===== src/rtl/window_generator_pkg.sv =====
// Shared defaults, width helpers and the window index map for the KxK window generator.
// idx() fixes the packing order of out_window and is shared by design and bench.
package window_generator_pkg;

  localparam int BITS_D        = 9;
  localparam int KERNEL_SIZE_D = 3;
  localparam int IMG_WIDTH_D   = 16;
  localparam int IMG_HEIGHT_D  = 16;
  localparam int STRIDE_D      = 1;

  function automatic int clog2_min1(input int n);
    return ($clog2(n) < 1) ? 1 : $clog2(n);
  endfunction

  localparam int ROW_W = clog2_min1(IMG_HEIGHT_D);
  localparam int COL_W = clog2_min1(IMG_WIDTH_D);
  localparam int WIN_W = KERNEL_SIZE_D * KERNEL_SIZE_D * BITS_D;

  function automatic int idx(input int i, input int j, input int k = KERNEL_SIZE_D);
    return i * k + j;
  endfunction

endpackage


===== src/rtl/window_generator_if.sv =====
// Pixel-in / window-out stream bundle; slave is the generator's view, master the producer/consumer's.
interface window_generator_if
  import window_generator_pkg::*;
#(
  parameter int BITS        = BITS_D,
  parameter int KERNEL_SIZE = KERNEL_SIZE_D,
  parameter int IMG_WIDTH   = IMG_WIDTH_D,
  parameter int IMG_HEIGHT  = IMG_HEIGHT_D
) ();

  localparam int IF_ROW_W = clog2_min1(IMG_HEIGHT);
  localparam int IF_COL_W = clog2_min1(IMG_WIDTH);
  localparam int IF_WIN_W = KERNEL_SIZE * KERNEL_SIZE * BITS;

  logic                in_valid;
  logic                in_ready;
  logic [BITS-1:0]     in_pixel;
  logic                out_valid;
  logic                out_ready;
  logic [IF_WIN_W-1:0] out_window;
  logic [IF_ROW_W-1:0] out_row;
  logic [IF_COL_W-1:0] out_col;
  logic                frame_done;

  modport slave (
    input  in_valid, in_pixel, out_ready,
    output in_ready, out_valid, out_window, out_row, out_col, frame_done
  );

  modport master (
    output in_valid, in_pixel, out_ready,
    input  in_ready, out_valid, out_window, out_row, out_col, frame_done
  );

endinterface


===== src/rtl/window_generator_line_buffer_row.sv =====
// One-row pixel delay: circular RAM, o_pixel is the pixel written DEPTH enables ago; 0-cycle read.
// Advances only on i_en; data storage is never cleared, only the pointer resets.
module line_buffer_row
  import window_generator_pkg::*;
#(
  parameter int BITS  = BITS_D,
  parameter int DEPTH = IMG_WIDTH_D
) (
  input  logic            clk,
  input  logic            reset,
  input  logic            i_en,
  input  logic [BITS-1:0] i_pixel,
  output logic [BITS-1:0] o_pixel
);

  localparam int PTR_W = clog2_min1(DEPTH);
  localparam logic [PTR_W-1:0] PTR_LAST = PTR_W'(DEPTH - 1);
  localparam logic [PTR_W-1:0] PTR_ONE  = PTR_W'(1);

  logic [BITS-1:0]  r_mem [DEPTH];
  logic [PTR_W-1:0] r_ptr;

  // Read-before-write at the same slot yields exactly a DEPTH-deep delay.
  assign o_pixel = r_mem[r_ptr];

  always_ff @(posedge clk) begin
    if (reset) begin
      r_ptr <= '0;
    end else if (i_en) begin
      r_ptr <= (r_ptr == PTR_LAST) ? '0 : r_ptr + PTR_ONE;
    end
  end

  always_ff @(posedge clk) begin
    if (i_en) begin
      r_mem[r_ptr] <= i_pixel;
    end
  end

endmodule


===== src/rtl/window_generator.sv =====
// KxK sliding-window generator: one pixel per accept, window out one cycle after the completing accept.
// Input stalls only while a window is held unaccepted; a consumed window can be replaced in the same cycle.
module window_generator
  import window_generator_pkg::*;
#(
  parameter int BITS        = BITS_D,
  parameter int KERNEL_SIZE = KERNEL_SIZE_D,
  parameter int IMG_WIDTH   = IMG_WIDTH_D,
  parameter int IMG_HEIGHT  = IMG_HEIGHT_D,
  parameter int STRIDE      = STRIDE_D
) (
  input  logic               clk,
  input  logic               reset,
  window_generator_if.slave  io_win
);

  localparam int K      = KERNEL_SIZE;
  localparam int R_W    = clog2_min1(IMG_HEIGHT);
  localparam int C_W    = clog2_min1(IMG_WIDTH);
  localparam int PH_W   = clog2_min1(STRIDE);
  localparam int W_W    = K * K * BITS;

  localparam logic [R_W-1:0]  ROW_KM1  = R_W'(K - 1);
  localparam logic [R_W-1:0]  ROW_LAST = R_W'(IMG_HEIGHT - 1);
  localparam logic [R_W-1:0]  ROW_ONE  = R_W'(1);
  localparam logic [C_W-1:0]  COL_KM1  = C_W'(K - 1);
  localparam logic [C_W-1:0]  COL_LAST = C_W'(IMG_WIDTH - 1);
  localparam logic [C_W-1:0]  COL_ONE  = C_W'(1);
  localparam logic [PH_W-1:0] PH_LAST  = PH_W'(STRIDE - 1);
  localparam logic [PH_W-1:0] PH_ONE   = PH_W'(1);

  generate
    if (K < 1 || K > IMG_WIDTH || K > IMG_HEIGHT || STRIDE < 1) begin : g_bad_params
      $error("window_generator: need 1 <= KERNEL_SIZE <= IMG_WIDTH/IMG_HEIGHT and STRIDE >= 1");
    end
  endgenerate

  logic [R_W-1:0]  r_row;
  logic [C_W-1:0]  r_col;
  logic [PH_W-1:0] r_rph;
  logic [PH_W-1:0] r_cph;
  logic [BITS-1:0] r_win [K][K];
  logic            r_out_valid;
  logic [W_W-1:0]  r_out_window;
  logic [R_W-1:0]  r_out_row;
  logic [C_W-1:0]  r_out_col;
  logic            r_frame_done;

  logic            w_acc;
  logic            w_emit;
  logic            w_last_col;
  logic            w_last_row;
  logic [BITS-1:0] w_lb_out [K];
  logic [BITS-1:0] w_next_win [K][K];
  logic [W_W-1:0]  w_next_flat;

  assign io_win.in_ready   = !(r_out_valid && !io_win.out_ready);
  assign io_win.out_valid  = r_out_valid;
  assign io_win.out_window = r_out_window;
  assign io_win.out_row    = r_out_row;
  assign io_win.out_col    = r_out_col;
  assign io_win.frame_done = r_frame_done;

  assign w_acc      = io_win.in_valid && io_win.in_ready;
  assign w_last_col = (r_col == COL_LAST);
  assign w_last_row = (r_row == ROW_LAST);
  assign w_emit     = w_acc && (r_row >= ROW_KM1) && (r_col >= COL_KM1) &&
                      (r_rph == '0) && (r_cph == '0);

  // w_lb_out[k] is the pixel accepted k rows ago in the same column; k = 0 is the live pixel.
  assign w_lb_out[0] = io_win.in_pixel;

  generate
    for (genvar k = 1; k < K; k++) begin : g_lb
      line_buffer_row #(
        .BITS  (BITS),
        .DEPTH (IMG_WIDTH)
      ) u_line_buffer_row (
        .clk     (clk),
        .reset   (reset),
        .i_en    (w_acc),
        .i_pixel (w_lb_out[k-1]),
        .o_pixel (w_lb_out[k])
      );
    end
  endgenerate

  always_comb begin
    for (int i = 0; i < K; i++) begin
      for (int j = 0; j < K - 1; j++) begin
        w_next_win[i][j] = r_win[i][j+1];
      end
      w_next_win[i][K-1] = w_lb_out[K-1-i];
    end
  end

  always_comb begin
    w_next_flat = '0;
    for (int i = 0; i < K; i++) begin
      for (int j = 0; j < K; j++) begin
        w_next_flat[BITS*idx(i, j, K) +: BITS] = w_next_win[i][j];
      end
    end
  end

  always_ff @(posedge clk) begin
    if (w_acc) begin
      r_win <= w_next_win;
    end
  end

  always_ff @(posedge clk) begin
    if (reset) begin
      r_row        <= '0;
      r_col        <= '0;
      r_rph        <= '0;
      r_cph        <= '0;
      r_out_valid  <= 1'b0;
      r_out_window <= '0;
      r_out_row    <= '0;
      r_out_col    <= '0;
      r_frame_done <= 1'b0;
    end else begin
      r_frame_done <= w_acc && w_last_col && w_last_row;

      // Stride phases stay at 0 until the first in-bounds position on each axis.
      if (w_acc) begin
        if (w_last_col) begin
          r_col <= '0;
          r_cph <= '0;
          if (w_last_row) begin
            r_row <= '0;
            r_rph <= '0;
          end else begin
            r_row <= r_row + ROW_ONE;
            if (r_row >= ROW_KM1) begin
              r_rph <= (r_rph == PH_LAST) ? '0 : r_rph + PH_ONE;
            end
          end
        end else begin
          r_col <= r_col + COL_ONE;
          if (r_col >= COL_KM1) begin
            r_cph <= (r_cph == PH_LAST) ? '0 : r_cph + PH_ONE;
          end
        end
      end

      if (w_emit) begin
        r_out_valid  <= 1'b1;
        r_out_window <= w_next_flat;
        r_out_row    <= r_row - ROW_KM1;
        r_out_col    <= r_col - COL_KM1;
      end else if (io_win.out_ready) begin
        r_out_valid  <= 1'b0;
      end
    end
  end

endmodule

===== src/flat_wrapper.sv =====
// flat-port wrapper written by rule: the top's interface ports become plain ports
module window_generator_flat import window_generator_pkg::*;
#(
  parameter int BITS        = BITS_D,
  parameter int KERNEL_SIZE = KERNEL_SIZE_D,
  parameter int IMG_WIDTH   = IMG_WIDTH_D,
  parameter int IMG_HEIGHT  = IMG_HEIGHT_D,
  parameter int STRIDE      = STRIDE_D
)
  (clk, reset, io_win_in_valid, io_win_in_pixel, io_win_out_ready, io_win_in_ready, io_win_out_valid, io_win_out_window, io_win_out_row, io_win_out_col, io_win_frame_done);
  window_generator_if #(.BITS(BITS), .KERNEL_SIZE(KERNEL_SIZE), .IMG_WIDTH(IMG_WIDTH), .IMG_HEIGHT(IMG_HEIGHT)) io_win_i ();
  input  logic clk;
  input  logic reset;
  input wire logic [$bits(io_win_i.in_valid)-1:0] io_win_in_valid;
  input wire logic [$bits(io_win_i.in_pixel)-1:0] io_win_in_pixel;
  input wire logic [$bits(io_win_i.out_ready)-1:0] io_win_out_ready;
  output wire logic [$bits(io_win_i.in_ready)-1:0] io_win_in_ready;
  output wire logic [$bits(io_win_i.out_valid)-1:0] io_win_out_valid;
  output wire logic [$bits(io_win_i.out_window)-1:0] io_win_out_window;
  output wire logic [$bits(io_win_i.out_row)-1:0] io_win_out_row;
  output wire logic [$bits(io_win_i.out_col)-1:0] io_win_out_col;
  output wire logic [$bits(io_win_i.frame_done)-1:0] io_win_frame_done;
  assign io_win_i.in_valid = io_win_in_valid;
  assign io_win_i.in_pixel = io_win_in_pixel;
  assign io_win_i.out_ready = io_win_out_ready;
  assign io_win_in_ready = io_win_i.in_ready;
  assign io_win_out_valid = io_win_i.out_valid;
  assign io_win_out_window = io_win_i.out_window;
  assign io_win_out_row = io_win_i.out_row;
  assign io_win_out_col = io_win_i.out_col;
  assign io_win_frame_done = io_win_i.frame_done;
  window_generator #(.BITS(BITS), .KERNEL_SIZE(KERNEL_SIZE), .IMG_WIDTH(IMG_WIDTH), .IMG_HEIGHT(IMG_HEIGHT), .STRIDE(STRIDE)) u_core (.clk(clk), .reset(reset), .io_win(io_win_i));
endmodule

===== config.mk =====
export PLATFORM = sky130hd
export DESIGN_NAME = window_generator_flat
export DESIGN_NICKNAME = d
export VERILOG_FILES = /design/src/rtl/window_generator_pkg.sv /design/src/rtl/window_generator_if.sv /design/src/rtl/window_generator_line_buffer_row.sv /design/src/rtl/window_generator.sv /design/src/flat_wrapper.sv
export SDC_FILE = /design/constraint.sdc
export NUM_CORES = 1
export LEC_CHECK = 0
export CAP_MARGIN = 20
export CORE_MARGIN = 2
export CORE_UTILIZATION = 51
export DETAILED_ROUTE_END_ITERATION = 12
export MAX_ROUTING_LAYER = met4
export PLACE_DENSITY = 0.7
export RECOVER_POWER = 25
export SLEW_MARGIN = 20
export SYNTH_ARGS = -nofsm -noshare
export SYNTH_HDL_FRONTEND = slang
export SYNTH_SLANG_ARGS = --single-unit

===== constraint.sdc =====
create_clock -name clk -period 5.3 [get_ports clk]
set_input_delay 1.325 -clock clk [delete_from_list [all_inputs] [get_ports clk]]
set_output_delay 1.325 -clock clk [all_outputs]
set_load 0.01 [all_outputs]

After elaboration in Yosys (flattened, before gate mapping)
Memory sizes are Yosys's and may differ from the RTL's. A register that Yosys moved wholly into a read port is not among the register bits.
Index checks and enable logic that the tools add are counted.
- $add $sub $neg: 8
- order comparisons: 2
- equal/unequal tests: 4
- muxes and demuxes: 18
- bitwise operators: 2
- reductions and logical operators: 16
- operators by type and width (operator ; count):
    $mux W4 ; 8
    $add A4 B1 Y4 const B ; 4
    $eq A4 B4 Y1 const B ; 4
    $mux W1 ; 10
    $ge A4 B2 Y1 const B ; 2
    $logic_and A1 B1 Y1 ; 8
    $sub A4 B2 Y4 const B ; 2
    $reduce_bool A2 Y1 ; 3
    $reduce_and A2 Y1 ; 2
    $reduce_and A3 Y1 ; 1
    $add A1 B1 Y1 const B ; 2
    $logic_not A1 Y1 ; 2
    $not A1 Y1 ; 2
- flip-flop bits (word level): 163
- bits in writable memories: 288
- bits of input ports: 13
- logic and storage cells: 69
- memories: 2
- memory list (memory ; words ; bits a word ; read ports ; clocked after Yosys merged registers in ; write ports ; RTL line ; source):
    u_core.g_lb[1].u_line_buffer_row.r_mem ; 16 ; 9 ; 1 ; 1 ; 1 ; window_generator_line_buffer_row.sv:20 ; logic [BITS-1:0] r_mem [DEPTH];
    u_core.g_lb[2].u_line_buffer_row.r_mem ; 16 ; 9 ; 1 ; 1 ; 1 ; window_generator_line_buffer_row.sv:20 ;

Longest topological paths before layout
- depth in word-level cells: 9
- mapped depth: 9

Cells and area by module
From an unflattened synthesis, not the netlist that was laid out.
- cells, all modules: 1047
- area, all modules: 17977.2 sq um
- by module, submodules not included (module ; times used ; cells each ; area each (sq um) ; sequential area each (sq um)):
    window_generator ; 1 ; 507 ; 6139.6 ; 3603.5
    line_buffer_row (u_core.g_lb[2].u_line_buffer_row) ; 1 ; 270 ; 5920.7 ; 4484.3
    line_buffer_row (u_core.g_lb[1].u_line_buffer_row) ; 1 ; 270 ; 5916.9 ; 4484.3

Worst setup path before layout
No wires, ideal clock.
- path kind: input -> register
- start: input io_win_out_ready
- end: memory u_core.g_lb[1].u_line_buffer_row.r_mem[0][0] (netlist bit) (enable)
- setup time: 0.387 ns
- data arrival time: 3.688 ns
- setup slack: 1.225 ns
- stages on the path: 7
- path buffers: 2
- path through: nand2b_1 > buf_2 > nand2_1 > inv_1 > buf_2 > nand2_1 > nor3_1
- cells in the longest elaborated chain, start to end: 6
- ends and longest elaborated chain (element ; RTL line ; source):
    start: declaration ; flat_wrapper.sv:16 ; input wire logic [$bits(io_win_i.out_ready)-1:0] io_win_out_ready;
    $logic_not A1 Y1 ; window_generator.sv:57 ; assign io_win.in_ready = !(r_out_valid && !io_win.out_ready);
    $logic_and A1 B1 Y1 ; window_generator.sv:57 ;
    $logic_not A1 Y1 ; window_generator.sv:57 ;
    net io_win_in_ready ; flat_wrapper.sv:17 ; output wire logic [$bits(io_win_i.in_ready)-1:0] io_win_in_ready;
    $logic_and A1 B1 Y1 ; window_generator.sv:64 ; assign w_acc = io_win.in_valid && io_win.in_ready;
    net u_core.g_lb[1].u_line_buffer_row.i_en ; window_generator_line_buffer_row.sv:11 ; input logic i_en,
    $mux W1 ; window_generator_line_buffer_row.sv:35 ; if (i_en) begin
    $mux W1 (not written as such) ; window_generator_line_buffer_row.sv:36 ; r_mem[r_ptr] <= i_pixel;
    end: declaration ; window_generator_line_buffer_row.sv:20 ;
The timed path passes the listed nets, and every way through them passes these cells.

Worst setup path in the final report
- start: input io_win_out_ready
- end: output io_win_in_ready
- cells in the longest elaborated chain, start to end: 3
- ends and longest elaborated chain (element ; RTL line):
    $logic_not A1 Y1 ; window_generator.sv:57
    $logic_and A1 B1 Y1 ; window_generator.sv:57
    $logic_not A1 Y1 ; window_generator.sv:57
    end: declaration ; flat_wrapper.sv:17
No other way between the ends.

==> run_results.csv <==
group,metric,value,unit
die,die_height,186,µm
worst_hold_path,holdPathStages,0,
timing,setup-violations-final,0,
power_and_ir_drop,comb_power_share,0.034,
clock_tree,cts_tree,"done",
timing,fin_crit,4.25,ns
worst_setup_path,crit_buf_inv,2,
logic_synthesis,netlist_instances,1053,
route,drtIter0Drc,767,
logic_synthesis,synth_compound_area_frac,0.0568,
worst_setup_path,critPathLaunchType,"input port",
timing,finalCritPeriodShare,0.802,
clock_tree,cts_setup_buffers,0,
grt,grt_max_degree,108,
place,dp_hpwl,21700,µm
worst_setup_path,r2r-end,"u_core.r_win[55]$_DFFE_PP_",
grt,gr-usage-all-layers,0.211,
clock_tree,clock_latency,0.56,ns
power_and_ir_drop,pwr-share-clk,0.429,
power_and_ir_drop,pwr_density_cell,375,mW/mm²
logic_synthesis,synthSimpleGateAreaFrac,0.0655,
logic_synthesis,yosys_warnings,0,
logic_synthesis,synth-adder-area-share,0.0118,
power_and_ir_drop,p_leak,6.35,nW
grt,grt_antenna_before_repair,0,
logic_synthesis,syn_avg_cell_area,16.1,µm²
worst_setup_path,regToRegSetupSlack,1.36,ns
worst_hold_path,hold_class,"flop to flop",
logic_synthesis,synth_xor_area_frac,0.00363,
worst_setup_path,cp.required,3.97,ns
die,die_area,0.0346,mm²
logic_synthesis,ys_seq_elements,457,
worst_setup_path,critPathKind,"input port to output port",
finish,drive_gt1_frac,0.137,
place,port_buffers,104,
die,die_x,186,µm
logic_synthesis,ys.flop_type,"edfxtp_1",
place,gp_congestion,0.802,
timing,finClkSkew,0.0236,ns
clock_tree,clock-sinks,457,
grt,overflow,0,
route,routed_wirelength,34900,µm
timing,relSlewSlack,-0.989,
timing,timing.setup.tns,0,ns
timing,final-hold-violation-count,0,
die,io_pins,105,
run_status,status,"finished with violations",
finish,final_common_cell,"edfxtp_1",
worst_setup_path,slowest_stage,"clkdlybuf4s50_1",
worst_hold_path,hold_path_end,"u_core.r_win[9]$_DFFE_PP_",
finish,layout_common_cells,"342 x edfxtp_1, 185 x nand2_1, 113 x dfxtp_1",
clock_tree,numCtsBuffers,45,
grt,grt_pass1_vias,9015,
worst_setup_path,endpoint_kind,"output port",
logic_synthesis,async_flop_share,0,
logic_synthesis,synth.distinct_cells,34,
timing,slew_viol_final,37,
worst_setup_path,critPathMaxFanout,13,
logic_synthesis,synth_edf_count,342,
logic_synthesis,ys_seq_area_frac,0.743,
worst_setup_path,crit_chain,"dlygate4sd3_1 -> nand2b_1 -> clkdlybuf4s50_1",
worst_setup_path,cp_top_family,"buffers and inverters",
clock_tree,cts_resized,0,
logic_synthesis,synth_mux_area_frac,0.0971,
finish,nets,1188,
power_and_ir_drop,p_sw,0.00155,W
finish,diodes,0,
clock_tree,clockRootBuffer,"clkbuf_16",
worst_setup_path,cp_data_arrival_time,2.92,ns
job,maxCapViolations,1,
logic_synthesis,synth_area,0.0169,mm²
timing,max_freq,0.235,GHz
clock_tree,clockBufferDepth,3,
worst_setup_path,slowest_delay,0.64,ns
timing,whs,0.449,ns
die,start_util,0.518,
route,num_vias,9089,
timing,worst_pin_slew,2.98,ns
clock_tree,ctsHoldBuffers,0,
run_status,violations,"capacitance limit, slew limit",
worst_hold_path,min-delay-start,"u_core.r_win[0]$_DFFE_PP_",
route,drtAntennaViolNets,0,
power_and_ir_drop,swShare,0.209,
timing,rsz0062_at_grt,"no",
grt,grt_pass1_wl,53000,µm
route,wire_per_inst,21.3,µm
finish,area_growth,17.2,%
die,core-area,0.0326,mm²
route,drc,0,
worst_setup_path,r2r_cells,4,
route,firstDrtPassIters,6,
power_and_ir_drop,power.internal,0.00588,W
route,via_per_inst,5.55,
power_and_ir_drop,p_seq_frac,0.536,
finish,fillers,2365,
logic_synthesis,syn_nets,1082,
power_and_ir_drop,peakVddDrop,0.282,mV
clock_tree,htreeDepth,2,
logic_synthesis,synth_top_family_by_area,"multiplexers",
clock_tree,clk_pin_slew,0.06,ns
die,rows,66,
finish,fin_util,0.607,
logic make-up (layout without fill, tap and decap cells):
family | count (synthesis) | count (layout)
flops | 457 | 457
simple gates | 266 | 266
compound gates | 160 | 160
mux | 74 | 74
buf+inv | 73 | 215
fa+ha+maj | 16 | 16
xor+xnor | 7 | 7
final cells by class:
cell class | instances | area, µm² | area share
Sequential cell | 457 | 12600 | 0.635
Multi-Input combinational cell | 523 | 3980 | 0.201
Clock buffer | 61 | 1290 | 0.0650
Timing Repair Buffer | 120 | 1160 | 0.0585
Tap cell | 442 | 553 | 0.0279
Clock inverter | 22 | 213 | 0.0107
Inverter | 12 | 45.0 | 0.00227
routing by layer:
metal  share of wire  global-route usage  up-vias
met2            0.49               0.337      292
met4           0.015              0.0494        0
met3           0.053              0.0342       39
met5               0                   -        -
li1                -                   -     4185
met1            0.44               0.289     4573
sequential cells by signal, indices dropped and copies added, names as in the netlist, named ones only:
signal and count:
u_core.r_col 4, u_core.io_win.out_col 4, u_core.r_row 4, u_core.g_lb.u_line_buffer_row.r_ptr 8, u_core.g_lb.u_line_buffer_row.r_mem 288, u_core.io_win.out_row 4
u_core.io_win.frame_done 1, u_core.io_win.out_valid 1, u_core.io_win.out_window 81, u_core.r_win 54
cells in the mapped netlist (2+ instances only):
library cell,count,area [µm²]
edfxtp_1,342,10300
nand2_1,185,694
dfxtp_1,115,2300
a21oi_1,96,480
mux4_2,72,1620
a22oi_1,36,270
nor2_1,35,131
clkbuf_1,27,101
a21o_1,18,135
ha_1,16,200
buf_2,14,70.1
buf_4,12,90.1
inv_1,12,45.0
nand3_1,12,60.1
nor3_1,11,55.1
nand2b_1,7,43.8
buf_1,4,15.0
buf_6,4,45.0
nor2b_1,4,25.0
o21ai_0,4,20.0
xnor2_1,4,35.0
and2_1,3,18.8
or4_1,3,22.5
xor2_1,3,26.3
a211oi_1,2,15.0
a211oi_2,2,25.0
mux2i_1,2,20.0
nand4_1,2,12.5
per-stage QoR:
| step | area [µm²] | setup WS, ns | power (W) | cells |
|---|---|---|---|---|
| floorplan | 16900 | 1.23 | 0.00419 | 1053 |
| global placement | 18300 | 1.05 | 0.00431 | 1554 |
| detailed placement | 18300 | 1.04 | 0.00432 | 1554 |
| CTS | 19800 | 1.13 | 0.00749 | 1637 |
| global route | 19800 | 0.833 | 0.00766 | 1637 |
| finish | 19800 | 1.05 | 0.00744 | 1637 |
worst max path at each step:
stage	cells after the start	to	slack, ns	from
after floorplan	7	u_core.g_lb[1].u_line_buffer_row.r_mem[0][0]$_DFFE_PP_	1.23	io_win_out_ready
after global placement	7	u_core.g_lb[2].u_line_buffer_row.r_mem[13][4]$_DFFE_PP_	1.05	io_win_out_ready
after detailed placement	7	u_core.g_lb[2].u_line_buffer_row.r_mem[13][4]$_DFFE_PP_	1.04	io_win_out_ready
after CTS	3	io_win_in_ready	1.13	io_win_out_ready
after global routing	4	u_core.r_win[55]$_DFFE_PP_	0.83	flop
final	3	io_win_in_ready	1.05	io_win_out_ready
power groups by stage:
| stage | clock (W) | sequential [W] | combinational [W] |
|---|---|---|---|
| 2_1_floorplan | 0 | 0.00405 | 0.000140 |
| 3_3_place_gp | 0 | 0.00406 | 0.000252 |
| 3_5_place_dp | 0 | 0.00406 | 0.000258 |
| 4_1_cts | 0.00325 | 0.00399 | 0.000259 |
| 5_1_grt | 0.00339 | 0.00399 | 0.000277 |
| 6_report | 0.00319 | 0.00399 | 0.000256 |
No activity file was read; power rests on OpenSTA's default activity.
